$ cat src/rtl/updown_sweep_controller_if.sv
// Host-side bundle for the triangle sweep controller: launch/abort controls,
// latched bounds, and the exported count/direction/status.
interface updown_sweep_controller_if #(
  parameter int unsigned WIDTH = 4,
  parameter int unsigned NCW   = 8
);
  logic             start;
  logic             abort;
  logic [WIDTH-1:0] lo_bound;
  logic [WIDTH-1:0] hi_bound;
  logic [NCW-1:0]   num_sweeps;
  logic [WIDTH-1:0] count;
  logic             up_down;
  logic             busy;
  logic             done;
  logic             aborted;
  logic             cfg_err;
  logic [NCW-1:0]   sweeps_done;

  modport master (
    output start, abort, lo_bound, hi_bound, num_sweeps,
    input  count, up_down, busy, done, aborted, cfg_err, sweeps_done
  );

  modport slave (
    input  start, abort, lo_bound, hi_bound, num_sweeps,
    output count, up_down, busy, done, aborted, cfg_err, sweeps_done
  );
endinterface

$ cat src/rtl/updown_sweep_controller.sv
// Bounded triangle-sweep sequencer: ramps the owned count register lo->hi->lo
// for a latched number of sweeps (0 = free-run) with start/done/abort handshake.
module updown_sweep_controller #(
  parameter int unsigned WIDTH = 4,
  parameter int unsigned NCW   = 8
) (
  input logic                  clk,
  input logic                  reset,
  updown_sweep_controller_if.slave bus
);

  typedef enum logic [1:0] {S_IDLE, S_UP, S_DOWN, S_DONE} state_t;

  state_t           state_q, state_n;
  logic [WIDTH-1:0] count_q, count_n;
  logic [WIDTH-1:0] lo_q, lo_n;
  logic [WIDTH-1:0] hi_q, hi_n;
  logic [NCW-1:0]   num_q, num_n;
  logic [NCW-1:0]   sweeps_q, sweeps_n;
  logic [NCW-1:0]   sweeps_inc;
  logic             done_q, done_n;
  logic             aborted_q, aborted_n;
  logic             cfg_err_q, cfg_err_n;
  logic             up_down_q, busy_q;

  assign sweeps_inc = sweeps_q + NCW'(1);

  // State, datapath and registered status flags.
  always_ff @(posedge clk) begin
    if (reset) begin
      state_q   <= S_IDLE;
      count_q   <= '0;
      lo_q      <= '0;
      hi_q      <= '0;
      num_q     <= '0;
      sweeps_q  <= '0;
      done_q    <= 1'b0;
      aborted_q <= 1'b0;
      cfg_err_q <= 1'b0;
      up_down_q <= 1'b0;
      busy_q    <= 1'b0;
    end else begin
      state_q   <= state_n;
      count_q   <= count_n;
      lo_q      <= lo_n;
      hi_q      <= hi_n;
      num_q     <= num_n;
      sweeps_q  <= sweeps_n;
      done_q    <= done_n;
      aborted_q <= aborted_n;
      cfg_err_q <= cfg_err_n;
      up_down_q <= (state_n == S_UP);
      busy_q    <= (state_n == S_UP) || (state_n == S_DOWN);
    end
  end

  // Next-state and datapath; abort outranks the turn/completion checks.
  always_comb begin
    state_n   = state_q;
    count_n   = count_q;
    lo_n      = lo_q;
    hi_n      = hi_q;
    num_n     = num_q;
    sweeps_n  = sweeps_q;
    done_n    = 1'b0;
    aborted_n = 1'b0;
    cfg_err_n = 1'b0;

    unique case (state_q)
      S_IDLE: begin
        if (bus.start) begin
          if (bus.lo_bound < bus.hi_bound) begin
            lo_n     = bus.lo_bound;
            hi_n     = bus.hi_bound;
            num_n    = bus.num_sweeps;
            count_n  = bus.lo_bound;
            sweeps_n = '0;
            state_n  = S_UP;
          end else begin
            cfg_err_n = 1'b1;
          end
        end
      end
      S_UP: begin
        if (bus.abort) begin
          state_n   = S_IDLE;
          aborted_n = 1'b1;
        end else if (count_q == hi_q) begin
          count_n = count_q - WIDTH'(1);
          state_n = S_DOWN;
        end else begin
          count_n = count_q + WIDTH'(1);
        end
      end
      S_DOWN: begin
        if (bus.abort) begin
          state_n   = S_IDLE;
          aborted_n = 1'b1;
        end else if (count_q != lo_q) begin
          count_n = count_q - WIDTH'(1);
        end else begin
          sweeps_n = sweeps_inc;
          if ((num_q != '0) && (sweeps_inc == num_q)) begin
            state_n = S_DONE;
            done_n  = 1'b1;
          end else begin
            count_n = count_q + WIDTH'(1);
            state_n = S_UP;
          end
        end
      end
      S_DONE: begin
        state_n = S_IDLE;
      end
      default: begin
        state_n = S_IDLE;
      end
    endcase
  end

  assign bus.count       = count_q;
  assign bus.up_down     = up_down_q;
  assign bus.busy        = busy_q;
  assign bus.done        = done_q;
  assign bus.aborted     = aborted_q;
  assign bus.cfg_err     = cfg_err_q;
  assign bus.sweeps_done = sweeps_q;

endmodule

$ cat src/flat_wrapper.sv
// flat-port wrapper written by rule: the top's interface ports become plain ports
module updown_sweep_controller_flat 
#(
  parameter int unsigned WIDTH = 4,
  parameter int unsigned NCW   = 8
)
  (clk, reset, bus_start, bus_abort, bus_lo_bound, bus_hi_bound, bus_num_sweeps, bus_count, bus_up_down, bus_busy, bus_done, bus_aborted, bus_cfg_err, bus_sweeps_done);
  updown_sweep_controller_if #(.WIDTH(WIDTH), .NCW(NCW)) bus_i ();
  input logic clk;
  input logic reset;
  input wire logic [$bits(bus_i.start)-1:0] bus_start;
  input wire logic [$bits(bus_i.abort)-1:0] bus_abort;
  input wire logic [$bits(bus_i.lo_bound)-1:0] bus_lo_bound;
  input wire logic [$bits(bus_i.hi_bound)-1:0] bus_hi_bound;
  input wire logic [$bits(bus_i.num_sweeps)-1:0] bus_num_sweeps;
  output wire logic [$bits(bus_i.count)-1:0] bus_count;
  output wire logic [$bits(bus_i.up_down)-1:0] bus_up_down;
  output wire logic [$bits(bus_i.busy)-1:0] bus_busy;
  output wire logic [$bits(bus_i.done)-1:0] bus_done;
  output wire logic [$bits(bus_i.aborted)-1:0] bus_aborted;
  output wire logic [$bits(bus_i.cfg_err)-1:0] bus_cfg_err;
  output wire logic [$bits(bus_i.sweeps_done)-1:0] bus_sweeps_done;
  assign bus_i.start = bus_start;
  assign bus_i.abort = bus_abort;
  assign bus_i.lo_bound = bus_lo_bound;
  assign bus_i.hi_bound = bus_hi_bound;
  assign bus_i.num_sweeps = bus_num_sweeps;
  assign bus_count = bus_i.count;
  assign bus_up_down = bus_i.up_down;
  assign bus_busy = bus_i.busy;
  assign bus_done = bus_i.done;
  assign bus_aborted = bus_i.aborted;
  assign bus_cfg_err = bus_i.cfg_err;
  assign bus_sweeps_done = bus_i.sweeps_done;
  updown_sweep_controller #(.WIDTH(WIDTH), .NCW(NCW)) u_core (.clk(clk), .reset(reset), .bus(bus_i));
endmodule
$ cat config.mk
export PLATFORM = sky130hd
export DESIGN_NAME = updown_sweep_controller_flat
export DESIGN_NICKNAME = d
export VERILOG_FILES = /design/src/rtl/updown_sweep_controller_if.sv /design/src/rtl/updown_sweep_controller.sv /design/src/flat_wrapper.sv
export SDC_FILE = /design/constraint.sdc
export NUM_CORES = 1
export LEC_CHECK = 0
export BUFFER_PORTS_ARGS = -buffer_cell sky130_fd_sc_hd__buf_2
export CAP_MARGIN = 0
export CELL_PAD_IN_SITES_DETAIL_PLACEMENT = 1
export CELL_PAD_IN_SITES_GLOBAL_PLACEMENT = 1
export CORE_MARGIN = 3
export CORE_UTILIZATION = 30
export DETAILED_ROUTE_END_ITERATION = 10
export PLACE_DENSITY_LB_ADDON = 0.08
export SYNTH_ARGS = -nofsm -noshare
export SYNTH_HDL_FRONTEND = slang
export SYNTH_SLANG_ARGS = --single-unit
$ cat constraint.sdc
create_clock -name clk -period 2.6 [get_ports clk]
set_input_delay 0.52 -clock clk [delete_from_list [all_inputs] [get_ports clk]]
set_output_delay 0.52 -clock clk [all_outputs]
set_load 0.05 [all_outputs]
==> summary.txt, run 1 <==
R2R Path Start - u_core.bus.sweeps_done[4]$_SDFFE_PP0P_
Vias in the first global route - 1,845
Num CTS Buffers - 5
CP endpoint kind - register
Post-Layout Inst Area - 0.002615 mm^2
Core area - 0.006982 mm^2
Met2 wire len - 2.450 mm
Final nets - 316
Maximum clock frequency - 414.2 MHz
Worst Path Max Fanout - 9
Outcome - completed
Post-DR vias/cell - 5.018
Starting Density - 31.77%
Largest net degree at the start of global routing - 29
IO buf count - 36
Min setup slack post-route - 0.1857 ns
WHS Path Cells - 3
Hold WC Path Type - primary input to register
Placed cell area - 0.002514 mm^2
Gp weighted congestion - 0.7828
Max_cap viols - 0
Synth Area in Adders - 6.204%
Top post-synthesis cells by count - dfxtp_1, nor2_1, mux2i_1
Chip width - 91.99 um
DR top layer - met4
Post-Syn Nets - 277
Reg2reg setup slack - 0.19 ns
Synth area leader - dfxtp_1
CTS Hold Bufs - 0
Yosys cell types - 58
FP Rows - 30
Final std cells w/o fill - 382
Max_slew headroom - 72.06%
Synth Area in Simple Gates - 19.06%
Layout Skew - 0.006924 ns
Initial antenna violation count - 0
Final setup fails - 0
Post-synthesis cell count - 246
Synth Register Bits - 35
Full die area - 0.008462 mm^2
Clk_lat worst skew - 0.29 ns
Final Hold Vio Count - 0
Leak - 0.001087 uW
Reg2reg path depth - 8
Dpl ws - 0.1430 ns
CTS root buf - clkbuf_8
Main combinational cell family by area after synthesis - compound AO/OA/AOI/OAI gates
Slew @ Worst Pin - 0.4175 ns
Top area cells in the synthesized netlist - dfxtp_1, mux2i_1, ha_1, xnor2_1, nor2_1
Avg Inst Size Synth - 9.018 um^2
Mux contribution to synthesized area - 8.573%
Kind of critical path - register to register
Vias - 1,917
Synth top area share - 31.58%
Sum of negative setup slack - 0 ns
Starting DRT DRC Count - 74
ANT cells - 0
Drt pass-1 iters - 4
Synth Warn # - 0
Post-synth top flop - dfxtp_1
Clock tree buffer depth - 2
Pwr/cell area - 856.1 mW/mm^2
Antenna Nets Post-Route - 0
VDD IR-drop max - 256.5 uV
EDFF count, synth - 0
XOR/XNOR share of the synthesized area - 7.501%
Count leader, synth - dfxtp_1
Drt total wl - 6.021 mm
Share of async-settable or async-resettable flops after synthesis - 0%
Layout area overhead - 17.88%
Register area share after synthesis - 31.58%
Worst-path clk slew - 0.08 ns
Residual DRC - 0
Crit path DAT - 2.64 ns
Clock Sinks - 35
Inst Count DP - 373
Post-detail-place hpwl - 4.629 mm
Mapped Area - 0.002218 mm^2
Critical Path Start Type - register
RR Endpoint - u_core.bus.busy$_SDFF_PP0_
CTS tree - done
Tot GR Track Use - 14.70%
Layout cells sized above 1 - 27.62%
Final min period - 2.414 ns
First-pass GRT wire length - 9.839 mm
Routed wire per std cell - 15.76 um
Unrepaired setup endpoints after global routing - false
Slew Limit Fails - 0
Metal3 WL - 167 um
Synth Area in Compound Gates - 20.19%
Worst hold start - bus_num_sweeps[1]
Critical Path RT - 2.83 ns
Die height - 91.99 um
H-Tree Depth - 2
Final Total Pwr - 2239 uW
GRT overflow - 0
Wire length on met1 - 3.343 mm
IO Pins - 37
Fin crit share - 92.86%
Worst Hold End - u_core.num_q[1]$_SDFFE_PP0P_
[repair_timing]
action	4_1_cts	5_1_grt
gates resized for setup	0	2
setup endpoints to repair	0	2
setup buffers	0	1
[state kept, by name, summed over array words and instances, names as in the netlist]
name / count
u_core.bus.busy: 1
u_core.bus.aborted: 1
u_core.hi_q: 4
u_core.bus.count: 4
u_core.state_q: 2
u_core.bus.done: 1
u_core.bus.up_down: 1
u_core.lo_q: 4
u_core.num_q: 8
u_core.bus.sweeps_done: 8
u_core.bus.cfg_err: 1
[through the flow]
| step | hold slack [ns] | utilization, % |
|---|---|---|
| after floorplan | 0.4804 | - |
| after CTS | 0.4557 | 37.28 |
| after global placement | 0.4879 | 36.00 |
| after global routing | 0.4610 | 37.46 |
| after detailed placement | 0.5101 | 36.00 |
| final | 0.4594 | 37.46 |
[cell families after synthesis]
family / Yosys count
AO/OA/AOI/OAI: 60
flip-flops: 35
buffers and inverters: 28
AND/OR/NAND/NOR: 74
XOR/XNOR: 19
multiplexers: 19
adder cells (fa/ha/maj): 11
[layer usage]
metal / track usage [%] / vias up
li1: - / 963
met1: 22.32 / 927
met2: 20.86 / 22
met3: 3.035 / 5
met4: 3.713 / 0
met5: 0 / -
[power breakdown]
| group | switching, uW | total, uW | internal (uW) |
|---|---|---|---|
| Sequential | 89.6 | 700 | 611 |
| Clock | 221 | 407 | 187 |
| Combinational | 665 | 1130 | 466 |
| Total | 976 | 2240 | 1260 |
[layout make-up]
| class | count | area [um^2] |
|---|---|---|
| timing repair buffer | 48 | 270.3 |
| clock inverter | 3 | 20.02 |
| inverter | 12 | 45.04 |
| sequential | 35 | 713.2 |
| tap | 96 | 120.1 |
| fill | 862 | 4367 |
| clock buffer | 5 | 68.82 |
| multi-input combinational | 183 | 1378 |
[placed cells by master, fill, tap and decap left out, types with 2 or more instances in the layout]
| cell | synthesis | final |
|---|---|---|
| clkbuf_8 | 2 | 5 |
| nand3b_1 | 2 | 2 |
| a22oi_1 | 2 | 2 |
| and3_2 | 2 | 2 |
| nand2_1 | 10 | 10 |
| nand2b_1 | 5 | 5 |
| ha_1 | 11 | 11 |
| inv_1 | 12 | 12 |
| or2_2 | 2 | 2 |
| xor2_1 | 8 | 8 |
| buf_2 | 2 | 36 |
| nor3b_1 | 3 | 3 |
| buf_4 | 0 | 12 |
| a211oi_1 | 10 | 9 |
| xnor2_1 | 11 | 11 |
| and2_1 | 2 | 2 |
| a211o_2 | 2 | 2 |
| and2b_2 | 2 | 2 |
| and4_1 | 2 | 2 |
| dfxtp_4 | 0 | 2 |
| nor2_1 | 21 | 21 |
| nand3_1 | 6 | 6 |
| clkinvlp_4 | 0 | 2 |
| a21oi_1 | 15 | 15 |
| o21ai_0 | 4 | 4 |
| a31oi_1 | 5 | 5 |
| mux2i_1 | 19 | 19 |
| and4_4 | 2 | 2 |
| nor3_1 | 4 | 4 |
| o221ai_1 | 3 | 3 |
| a21o_1 | 3 | 3 |
| o221a_1 | 2 | 2 |
| dfxtp_2 | 0 | 4 |
| dfxtp_1 | 35 | 29 |
[critical path, cell delays in order (launching register included)]
cell	delay, ns
dfxtp_4	0.40
and4_4	0.28
a21boi_1	0.09
or4_4	0.54
a211o_1	0.37
o211ai_2	0.20
nand3_1	0.10
ha_1	0.27
nor2_1	0.10
[worst max path at each step]
stage / from / endpoint / slack [ns] / depth (start not counted)
floorplan: u_core.bus.sweeps_done[4]$_SDFFE_PP0P_ / u_core.bus.busy$_SDFF_PP0_ / 0.01 / 10
global placement: u_core.bus.sweeps_done[4]$_SDFFE_PP0P_ / u_core.bus.busy$_SDFF_PP0_ / 0.14 / 8
detailed placement: u_core.bus.sweeps_done[4]$_SDFFE_PP0P_ / u_core.bus.busy$_SDFF_PP0_ / 0.14 / 8
global route: u_core.bus.sweeps_done[4]$_SDFFE_PP0P_ / u_core.bus.busy$_SDFF_PP0_ / 0.03 / 8
finish: u_core.bus.sweeps_done[4]$_SDFFE_PP0P_ / u_core.bus.busy$_SDFF_PP0_ / 0.19 / 8
CTS: u_core.bus.sweeps_done[4]$_SDFFE_PP0P_ / u_core.bus.busy$_SDFF_PP0_ / 0.13 / 8
No activity file was read; power rests on OpenSTA's default activity.
==> run 2, diff against run 1 <==
==> constraint.sdc (replaced) <==
create_clock -name clk -period 2.6 [get_ports clk]
set_input_delay 0.13 -clock clk [delete_from_list [all_inputs] [get_ports clk]]
set_output_delay 0.13 -clock clk [all_outputs]
set_load 0.05 [all_outputs]
==> summary.txt, run 2 (synthesis gave the netlist of run 1 again) <==
Reg2reg setup slack - 0.16 ns (-0.02 ns)
Critical Path Start Type - register
Post-detail-place hpwl - 4.587 mm (-0.91%)
Antenna Nets Post-Route - 0 (unchanged)
Final min period - 2.438 ns (+0.02387 ns)
Most frequent cells in the layout - buf_2, dfxtp_1, nor2_1
Reg2reg path depth - 8 (unchanged)
Worst-path clk slew - 0.08 ns (about the same)
GRT overflow - 0 (unchanged)
Clock Sinks - 35 (unchanged)
Core area - 0.006982 mm^2 (unchanged)
IO buf count - 36 (unchanged)
RR Endpoint - u_core.bus.busy$_SDFF_PP0_
Pwr/cell area - 890.6 mW/mm^2 (+4.0%)
Worst path cell trace - and4_4, a21boi_1, or4_4, a211o_4, o211ai_2, nand3_1, ha_1, nor2_1
Unrepaired setup endpoints after global routing - false
Full die area - 0.008462 mm^2 (unchanged)
Final nets - 314 (-0.63%)
Num CTS Buffers - 5 (unchanged)
Residual DRC - 0 (unchanged)
Routed wire per std cell - 15.96 um (+1.3%)
Final setup fails - 0 (unchanged)
CP endpoint kind - register
Crit path DAT - 2.60 ns (-0.04 ns)
Critical Path RT - 2.76 ns (-0.07 ns)
Final Hold Vio Count - 0 (unchanged)
Cell at the slowest stage of the critical path - or4_4
Layout cells sized above 1 - 27.82% (+0.19 points)
Largest net degree at the start of global routing - 30 (+3.4%)
Slew @ Worst Pin - 0.5721 ns (+0.1546 ns)
Cells resized by post-CTS repair - 0 (unchanged)
Final Total Pwr - 2352 uW (+5.1%)
Hold WC Path Type - primary input to register
FP Rows - 30 (unchanged)
ANT cells - 0 (unchanged)
WHS Path Cells - 3 (unchanged)
Vias - 1,911 (-0.31%)
Drt pass-1 iters - 4 (unchanged)
Post-DR vias/cell - 5.029 (+0.21%)
Post-layout util - 37.83% (+0.38 points)
CTS root buf - clkbuf_8
VDD IR-drop max - 237.4 uV (-7.5%)
Max_cap viols - 0 (unchanged)
Worst hold start - bus_num_sweeps[5]
Kind of critical path - register to register
Drt total wl - 6.066 mm (+0.75%)
Inst Count DP - 372 (-0.27%)
Slew Limit Fails - 0 (unchanged)
Maximum clock frequency - 410.1 MHz (-0.98%)
Post-CTS Setup Inserts - 0 (unchanged)
CTS tree - done
First-pass GRT wire length - 10.25 mm (+4.1%)
Bufs and invs on worst path - 0 (unchanged)
Most common cell after layout, fill and taps aside - buf_2
Min setup slack post-route - 0.1618 ns (-0.02387 ns)
Gp weighted congestion - 0.7535 (-3.7%)
Tot GR Track Use - 15.17% (+0.47 points)
Chip width - 91.99 um (unchanged)
Vias in the first global route - 1,961 (+6.3%)
Worst Hold End - u_core.num_q[5]$_SDFFE_PP0P_
Sum of negative setup slack - 0 ns (unchanged)
Final std cells w/o fill - 380 (-0.52%)
Starting Density - 31.77% (unchanged)
Outcome - completed
Die height - 91.99 um (unchanged)
CTS Hold Bufs - 0 (unchanged)
Starting DRT DRC Count - 81 (+9.5%)
R2R Path Start - u_core.bus.sweeps_done[4]$_SDFFE_PP0P_
Layout area overhead - 19.06%
Initial antenna violation count - 0 (unchanged)
Max_slew headroom - 61.86% (-10 points)
Layout Skew - 0.008524 ns (+0.001600 ns)
Clk_lat worst skew - 0.29 ns (about the same)
Clock tree buffer depth - 2 (unchanged)
Slowest stage delay, CP - 0.55 ns (about the same)
Leak - 0.001100 uW (+1.2%)
Worst Path Max Fanout - 9 (unchanged)
Fin crit share - 93.78% (+0.92 points)
Delay-heaviest family, CP - simple AND/OR/NAND/NOR gates
Dpl ws - 0.1499 ns (+0.006810 ns)
IO Pins - 37 (unchanged)
H-Tree Depth - 2 (unchanged)
-- run 2: power breakdown --
part | internal (uW) | switching, uW | leakage [uW]
sequential | 612 | 84.0 | 0.000289
clock | 311 | 221 | 0.0000612
combinational | 457 | 668 | 0.000750
-- run 2: metrics by stage --
step | instance area (um^2) | hold slack (ns)
4_1_cts | 2624 | 0.07126
2_1_floorplan | 2226 | 0.2734
6_report | 2641 | 0.07658
3_5_place_dp | 2506 | 0.3783
3_3_place_gp | 2506 | 0.3634
5_1_grt | 2641 | 0.08823
-- run 2: cell type report --
cell class,instances,area [um^2]
Tap cell,96,120.1
Multi-Input combinational cell,183,1393
Timing Repair Buffer,46,255.2
Fill cell,870,4340
Sequential cell,35,710.7
Clock buffer,6,82.58
Inverter,12,45.04
Clock inverter,2,35.03
-- run 2: worst max path at each step --
stage	from	end	slack, ns	depth (start not counted)
after global placement	u_core.bus.sweeps_done[4]$_SDFFE_PP0P_	u_core.bus.busy$_SDFF_PP0_	0.20	8
after CTS	u_core.bus.sweeps_done[4]$_SDFFE_PP0P_	u_core.bus.busy$_SDFF_PP0_	0.13	8
after floorplan	u_core.bus.sweeps_done[4]$_SDFFE_PP0P_	u_core.bus.busy$_SDFF_PP0_	0.01	10
after detailed placement	u_core.bus.sweeps_done[4]$_SDFFE_PP0P_	u_core.bus.busy$_SDFF_PP0_	0.15	8
final	u_core.bus.sweeps_done[4]$_SDFFE_PP0P_	u_core.bus.busy$_SDFF_PP0_	0.16	8
after global routing	u_core.bus.sweeps_done[4]$_SDFFE_PP0P_	u_core.bus.busy$_SDFF_PP0_	0.0006	8
-- run 2: worst reg2reg max path: stages (launching register included) --
cell,delay [ns]
dfxtp_4,0.40
and4_4,0.28
a21boi_1,0.11
or4_4,0.55
a211o_4,0.38
o211ai_2,0.18
nand3_1,0.10
ha_1,0.28
nor2_1,0.04
-- run 2: per-layer routing --
layer  up-vias  GRT usage (%)  routed length [um]
met3         2          2.789                 177
met4         0          4.332                  38
met5         -              0                   0
li1        961              -                   -
met1       918          21.93                3264
met2        30          22.87                2586
